File: src/rtl/uart_tx_fifo.sv
// uart_tx_fifo: byte FIFO feeding an 8N1 UART serializer in the clk_sys domain.
// Ports:
//   clk_sys   - system clock (only clock)
//   rst       - synchronous active-high reset
//   tx_data   - byte to queue, sampled only when pushed
//   tx_valid  - push request; each high cycle with tx_ready=1 queues one byte
//   tx_ready  - FIFO not full (combinational from registered count)
//   txd       - registered serial output, idle high
//   busy      - frame in progress or bytes still queued
//   drop      - one-cycle pulse when a byte was offered while the FIFO was full
module uart_tx_fifo #(
    parameter int unsigned CLKS_PER_BIT = 16,
    parameter int unsigned FIFO_DEPTH   = 4
) (
    input  logic       clk_sys,
    input  logic       rst,
    input  logic [7:0] tx_data,
    input  logic       tx_valid,
    output logic       tx_ready,
    output logic       txd,
    output logic       busy,
    output logic       drop
);

    localparam int unsigned BAUD_W  = (CLKS_PER_BIT > 2) ? $clog2(CLKS_PER_BIT) : 1;
    localparam int unsigned PTR_W   = $clog2(FIFO_DEPTH);
    localparam int unsigned COUNT_W = PTR_W + 1;

    typedef enum logic [1:0] {
        IDLE  = 2'd0,
        START = 2'd1,
        DATA  = 2'd2,
        STOP  = 2'd3
    } state_e;

    state_e             state_q, state_d;
    logic [BAUD_W-1:0]  baud_q, baud_d;
    logic [2:0]         bit_idx_q, bit_idx_d;
    logic [7:0]         shift_q, shift_d;
    logic               txd_q, txd_d;
    logic               drop_q, drop_d;
    logic [PTR_W-1:0]   rd_ptr_q, rd_ptr_d;
    logic [PTR_W-1:0]   wr_ptr_q, wr_ptr_d;
    logic [COUNT_W-1:0] count_q, count_d;
    logic [7:0]         mem_q [FIFO_DEPTH];

    logic push;
    logic pop;
    logic bit_end;
    logic fifo_full;

    assign fifo_full = (count_q == COUNT_W'(FIFO_DEPTH));
    assign tx_ready  = ~fifo_full;
    assign busy      = (state_q != IDLE) || (count_q != '0);
    assign txd       = txd_q;
    assign drop      = drop_q;

    // Next-state, FIFO bookkeeping and serializer datapath.
    always_comb begin
        state_d   = state_q;
        baud_d    = baud_q;
        bit_idx_d = bit_idx_q;
        shift_d   = shift_q;
        txd_d     = txd_q;
        rd_ptr_d  = rd_ptr_q;
        wr_ptr_d  = wr_ptr_q;
        count_d   = count_q;
        pop       = 1'b0;

        push    = tx_valid && !fifo_full;
        drop_d  = tx_valid && fifo_full;
        bit_end = (baud_q == BAUD_W'(CLKS_PER_BIT - 1));

        case (state_q)
            IDLE: begin
                txd_d = 1'b1;
                if (count_q != '0) begin
                    pop     = 1'b1;
                    shift_d = mem_q[rd_ptr_q];
                    txd_d   = 1'b0;
                    baud_d  = '0;
                    state_d = START;
                end
            end
            START: begin
                if (bit_end) begin
                    baud_d    = '0;
                    txd_d     = shift_q[0];
                    bit_idx_d = 3'd0;
                    state_d   = DATA;
                end else begin
                    baud_d = baud_q + BAUD_W'(1);
                end
            end
            DATA: begin
                if (bit_end) begin
                    baud_d = '0;
                    if (bit_idx_q != 3'd7) begin
                        shift_d   = shift_q >> 1;
                        txd_d     = shift_q[1];
                        bit_idx_d = bit_idx_q + 3'd1;
                    end else begin
                        txd_d   = 1'b1;
                        state_d = STOP;
                    end
                end else begin
                    baud_d = baud_q + BAUD_W'(1);
                end
            end
            STOP: begin
                if (bit_end) begin
                    baud_d = '0;
                    // Chain straight into the next start bit when more bytes wait.
                    if (count_q != '0) begin
                        pop     = 1'b1;
                        shift_d = mem_q[rd_ptr_q];
                        txd_d   = 1'b0;
                        state_d = START;
                    end else begin
                        state_d = IDLE;
                    end
                end else begin
                    baud_d = baud_q + BAUD_W'(1);
                end
            end
            default: state_d = IDLE;
        endcase

        if (push) begin
            wr_ptr_d = wr_ptr_q + PTR_W'(1);
        end
        if (pop) begin
            rd_ptr_d = rd_ptr_q + PTR_W'(1);
        end
        case ({push, pop})
            2'b10:   count_d = count_q + COUNT_W'(1);
            2'b01:   count_d = count_q - COUNT_W'(1);
            default: count_d = count_q;
        endcase
    end

    // State and control registers.
    always_ff @(posedge clk_sys) begin
        if (rst) begin
            state_q   <= IDLE;
            baud_q    <= '0;
            bit_idx_q <= '0;
            shift_q   <= '0;
            txd_q     <= 1'b1;
            drop_q    <= 1'b0;
            rd_ptr_q  <= '0;
            wr_ptr_q  <= '0;
            count_q   <= '0;
        end else begin
            state_q   <= state_d;
            baud_q    <= baud_d;
            bit_idx_q <= bit_idx_d;
            shift_q   <= shift_d;
            txd_q     <= txd_d;
            drop_q    <= drop_d;
            rd_ptr_q  <= rd_ptr_d;
            wr_ptr_q  <= wr_ptr_d;
            count_q   <= count_d;
        end
    end

    // FIFO storage; contents are don't-care while count is zero, so no reset.
    always_ff @(posedge clk_sys) begin
        if (!rst && push) begin
            mem_q[wr_ptr_q] <= tx_data;
        end
    end

endmodule
File: config.mk
export PLATFORM = sky130hd
export DESIGN_NAME = uart_tx_fifo
export DESIGN_NICKNAME = d
export VERILOG_FILES = /design/src/rtl/uart_tx_fifo.sv
export SDC_FILE = /design/constraint.sdc
export NUM_CORES = 1
export LEC_CHECK = 0
export ABC_AREA = 1
export CORE_MARGIN = 3
export CORE_UTILIZATION = 59
export DETAILED_ROUTE_END_ITERATION = 7
export PLACE_DENSITY = 0.79
export SYNTH_ARGS = -nofsm -noshare
export SYNTH_HDL_FRONTEND = slang
export SYNTH_SLANG_ARGS = --single-unit
File: constraint.sdc
create_clock -name clk_sys -period 3.1 [get_ports clk_sys]
set_clock_uncertainty 0.2 [all_clocks]
set_input_delay 0.62 -clock clk_sys [delete_from_list [all_inputs] [get_ports clk_sys]]
set_output_delay 0.62 -clock clk_sys [all_outputs]
set_load 0.01 [all_outputs]
==> results_dict.tcl, run 1 <==
set metrics [dict create \
    insertion_delay_ps 330 \
    post_synth_num_cell_types 23 \
    postCtsSetupBuffers 0 \
    critPathCaptureType "output port" \
    remaining_drc_errors 0 \
    hold_viol 0 \
    final_cell_mix "nand2_1 (94), inv_1 (45), nor2_1 (40)" \
    routed-via-count 2158 \
    final_common_cell "nand2_1" \
    gp_congestion 0.750 \
    path_clk_slew_ps 60 \
    drv_cap 0 \
    ir_worst_vdd_mv 0.655 \
    synth-seq-cells 60 \
    htreeDepth 3 \
    crit_slowest_cell "clkdlybuf4s50_1" \
    netlist_area_mm2 0.00290 \
    path_cells "inv_1 > ha_1 > nand3_2 > clkdlybuf4s50_1" \
    wl_per_cell_um 12.3 \
    die_area_mm2 0.00579 \
    grt_pass1_wl_um 9160 \
    path_class "reg -> out" \
    clkSinkCount 60 \
    syn_to_final_growth_pct 12.7 \
    hpwl_um 3590 \
    post-route-period-util 0.841 \
    wl_um 5270 \
    syn_inst 337 \
    io_pins 15 \
    p_int_mw 1.69 \
    ys_seq_area_frac 0.525 \
    nNetsFinal 383 \
    outcome "complete, no violations" \
    cts_tree "built" \
    final_cells 428 \
    crit_buf_inv 2 \
    start_util 0.639 \
    setup_viol 0 \
    drtAntennaViolNets 0 \
    p_seq_frac 0.386 \
    cp.arrival_ps 1790 \
    start_kind "flip-flop" \
    finalMaxSlewViolations 0 \
    swShare 0.392 \
    grt_use_total 0.202 \
    power_density_mw_per_mm2 849 \
    combPwrFrac 0.392 \
    cts_resized 0 \
    leakagePower_nw 1.44 \
    drtIter0Drc 118 \
    coreArea_mm2 0.00453 \
    die_width_um 76.1 \
    syn_avg_cell_area_um2 8.60 \
    first_global_vias 2084 \
    die_height_um 76.1 \
    cp_slowest_stage_delay_ps 560 \
    antenna_found_initial 0 \
    post-route-util 0.720 \
    hold_class "reg -> reg" \
    drive_gt1_frac 0.0799 \
    synth_nets 362 \
    max_freq_ghz 0.384 \
    worstMarginPinSlew_ps 592 \
    cp_max_fo 7 \
    rows 24 \
    vias_per_cell 5.04 \
    clk_root_buffer_cell "clkbuf_8" \
    io_buffer_count 14 \
    yosysWarningCount 0 \
    rsz0062_at_grt "false" \
    numCtsBuffers 9 \
    diodes 0 \
    critical-path-top-delay-family "buffers and inverters" \
    overflow 0 \
    grt_max_degree 20 \
    postCtsHoldBufs 0 \
    place_inst 412 \
    drtPass1Iterations 4 \
    cts.path.max_buffers 2 \
    finalSetupTns_ps 0 \
    required_ps 2280 \
    switching_power_mw 1.09 \
    pwr-share-clk 0.222 \
    layout_min_cycle_time_ps 2610 \
    max_slew_margin 0.605 \
]
## worst min-delay path: cells and delay by family (launching register included)
kind / cells / cell delay [ps]
compound gates: 1 / 50
flops: 1 / 310
simple gates: 1 / 60
## state kept, by name, indices dropped and copies added, names as in the netlist, named ones only
name and count:
count_q 3, state_q 2, baud_q 4, drop 1, bit_idx_q 3, wr_ptr_q 2
txd 1, shift_q 8, mem_q 32, rd_ptr_q 2
## cells in the mapped netlist
cell,count,share of area
ha_1,13,0.056
nand2_4,1,0.0039
nor2_4,1,0.0039
fa_1,1,0.0069
dfxtp_1,28,0.19
nand2_1,94,0.12
o21ai_0,7,0.012
nand3_2,2,0.0069
nand3_4,3,0.018
a21oi_2,1,0.0030
nand3_1,24,0.041
xor2_1,1,0.0030
clkbuf_1,1,0.0013
nand4_1,12,0.026
inv_2,1,0.0013
nor2_2,2,0.0043
buf_6,1,0.0039
buf_4,5,0.013
nor2_1,40,0.052
a21oi_1,20,0.035
edfxtp_1,32,0.33
inv_1,45,0.058
buf_2,2,0.0035
## area by class of cell
cell class	count	area, um^2
inverter	46	173
clock buffer	14	163
fill	338	1270
tap	65	81.3
sequential	60	1520
timing repair buffer	19	178
clock inverter	2	10.0
multi-input combinational	222	1140
## cell families (layout without fill, tap and decap cells)
kind of cell             count (synthesis)  after routing  share of synthesized area
AND/OR/NAND/NOR                        179            179                      0.278
flip-flops                              60             60                      0.525
buffers and inverters                   55             81                     0.0812
AO/OA/AOI/OAI                           28             28                     0.0497
adder cells (fa/ha/maj)                 14             14                     0.0630
XOR/XNOR                                 1              1                    0.00302
## worst paths after layout
check,cells past startpoint,to,slack (ps),startpoint
worst min-delay path,2,bit_idx_q[1],270,bit_idx_q[1]
worst min register to register,2,bit_idx_q[1],270,bit_idx_q[1]
worst max register to register,12,count_q[2],700,state_q[0]
worst max-delay path,4,busy,490,state_q[0]
## metal layers
| metal | vias up | GRT usage | wire length (um) |
|---|---|---|---|
| met2 | 49 | 0.302 | 2390 |
| met4 | 0 | 0.0779 | 108 |
| met5 | - | 0 | 0 |
| met3 | 12 | 0.0816 | 328 |
| met1 | 966 | 0.263 | 2450 |
| li1 | 1131 | - | - |
## power groups by stage
stage                     Clock, mW  Combinational, mW  Sequential, mW
after global routing          0.664               1.28            1.09
after global placement            0               1.05            1.09
after detailed placement          0               1.08            1.09
after CTS                     0.629               1.09            1.07
final                         0.615               1.09            1.07
after floorplan                   0              0.892            1.04
## stage by stage
| stage | area [um^2] | power, mW | hold WS, ps | setup slack [ps] |
|---|---|---|---|---|
| after global placement | 3090 | 2.14 | 255 | 620 |
| final | 3270 | 2.78 | 265 | 493 |
| after global routing | 3270 | 3.03 | 278 | 422 |
| after CTS | 3270 | 2.79 | 269 | 482 |
| after detailed placement | 3090 | 2.17 | 259 | 537 |
| after floorplan | 2900 | 1.93 | 243 | 905 |
Note: power is estimated with default switching activity, not from simulation.
==> run 2: changes to the inputs <==
==> constraint.sdc (replaced) <==
create_clock -name clk_sys -period 2.5 [get_ports clk_sys]
set_clock_uncertainty 0.2 [all_clocks]
set_input_delay 0.5 -clock clk_sys [delete_from_list [all_inputs] [get_ports clk_sys]]
set_output_delay 0.5 -clock clk_sys [all_outputs]
set_load 0.01 [all_outputs]
==> run 2 against run 1 <==
Via count up 1.6%; die area is the same; worst hold slack improved by 11 ps; final cell count up 1.2%; critical endpoint unchanged; clock-buffer cell count fell by 2; sequential cell count is the same; combinational power rose by 29%; final area rose by 2.2%.
==> results_dict.tcl, run 2 (synthesis results as in run 1) <==
set metrics [dict create \
    start_util 0.639 \
    drtAntennaViolNets 0 \
    largest_reg_flops 32 \
    reg2reg_setup_slack_ps 220 \
    post-route-util 0.736 \
    switching_power_mw 1.35 \
    setup_viol 0 \
    numCtsBuffers 9 \
    worstReg2RegEnd "count_q[2]" \
    htreeDepth 3 \
    combPwrFrac 0.392 \
    clkSinkCount 60 \
    whs_ps 276 \
    die_area_mm2 0.00579 \
    ir_worst_vdd_mv 0.651 \
    wl_per_cell_um 12.5 \
    cp_max_fo 7 \
    start_kind "flip-flop" \
    gp_congestion 0.783 \
    path_clk_slew_ps 60 \
    finalMaxSlewViolations 0 \
    clk_root_buffer_cell "clkbuf_8" \
    reg_top3 "mem_q: 32 flops, shift_q: 8 flops, baud_q: 4 flops" \
    first_global_vias 2150 \
    postCtsSetupBuffers 0 \
    insertion_delay_ps 330 \
    critPathCaptureType "output port" \
    outcome "complete, no violations" \
    remaining_drc_errors 0 \
    post_dp_cell_area_mm2 0.00313 \
    syn_to_final_growth_pct 15.2 \
    hold_viol 0 \
    grt_use_total 0.203 \
    drive_gt1_frac 0.0978 \
    required_ps 1800 \
    p_seq_frac 0.359 \
    max_freq_ghz 0.418 \
    antenna_found_initial 0 \
    die_height_um 76.1 \
    vias_per_cell 5.06 \
    nNetsFinal 388 \
    worstMarginPinSlew_ps 477 \
    hold_depth 2 \
    leakagePower_nw 1.47 \
    max_slew_margin 0.682 \
    grt_max_degree 20 \
    p_int_mw 2.26 \
    grt_pass1_wl_um 9350 \
    routed-via-count 2193 \
    diodes 0 \
    layout_min_cycle_time_ps 2390 \
    hold_class "reg -> reg" \
    swShare 0.374 \
    post-route-period-util 0.957 \
    finish.instance_area_mm2 0.00334 \
    top_register "mem_q" \
    wl_um 5430 \
    final_common_cell "nand2_1" \
    cts_tree "built" \
    drv_cap 0 \
    io_buffer_count 14 \
    hpwl_um 3920 \
    fin_total_pwr_mw 3.60 \
    endpoint "busy" \
    multiInputGateArea_mm2 0.00114 \
    power_density_mw_per_mm2 1080 \
    cts.path.max_buffers 2 \
    io_pins 15 \
    path_class "reg -> out" \
    cp.arrival_ps 1690 \
    coreArea_mm2 0.00453 \
    fill_cells 342 \
    overflow 0 \
    worstReg2RegStart "state_q[0]" \
    reg2reg_depth 13 \
    final-seq-area_mm2 0.00152 \
    pwr-share-clk 0.249 \
    die_width_um 76.1 \
    rows 24 \
    drtPass1Iterations 4 \
    drtIter0Drc 145 \
    final_cell_mix "nand2_1 (94), inv_1 (44), nor2_1 (40)" \
    startpoint "state_q[1]" \
]
run 2: changes by cell type in the layout (fill, tap and decap cells not counted), moves of 2 or more:
cell	change
clkinv_2	-2
bufinv_16	+2
buf_4	+5
dfxtp_1	-2
dfxtp_2	+2
clkinv_1	+2
clkbuf_8	-2
run 2: cell type report:
| cell class | instances | share of cell area |
|---|---|---|
| Inverter | 46 | 0.0517 |
| Clock inverter | 4 | 0.0202 |
| Multi-Input combinational cell | 222 | 0.342 |
| Sequential cell | 60 | 0.456 |
| Tap cell | 65 | 0.0244 |
| Timing Repair Buffer | 24 | 0.0644 |
| Clock buffer | 12 | 0.0405 |
run 2: stage by stage:
step	setup WS (ps)	cells	TNS, ps
finish	107	433	0
global route	-14.7	433	-14.7
CTS	11.9	433	0
detailed placement	88.0	417	0
global placement	139	417	0
floorplan	305	337	0
run 2: critical path, stage by stage, from the launching register on:
cell             delay (ps)
dfxtp_2                 350
inv_1                    90
ha_1                    220
nand3_2                 150
clkdlybuf4s50_1         560
run 2: layer usage:
layer	up-vias	global-route usage	wire length, um
met3	13	0.0378	211
met2	45	0.325	2520
met1	993	0.258	2550
met5	-	0	0
met4	0	0.120	142
li1	1142	-	-
run 2: worst min-delay path by stage:
stage | from | slack (ps) | endpoint
2_1_floorplan | bit_idx_q[1] | 240 | bit_idx_q[1]
3_3_place_gp | bit_idx_q[2] | 260 | bit_idx_q[2]
3_5_place_dp | txd | 260 | txd
4_1_cts | txd | 280 | txd
5_1_grt | bit_idx_q[2] | 300 | bit_idx_q[2]
6_report | txd | 280 | txd
run 2: repair_timing:
action / in CTS / in global routing
resized for setup: 0 / 5
hold buffers: 0 / 0
endpoints found under the setup margin: 0 / 2
run 2: power by group through the flow:
stage	Clock (mW)	Combinational, mW	Sequential [mW]
after floorplan	0	1.11	1.29
after global placement	0	1.37	1.30
after detailed placement	0	1.41	1.31
after CTS	0.913	1.41	1.29
after global routing	0.953	1.63	1.31
final	0.898	1.41	1.29
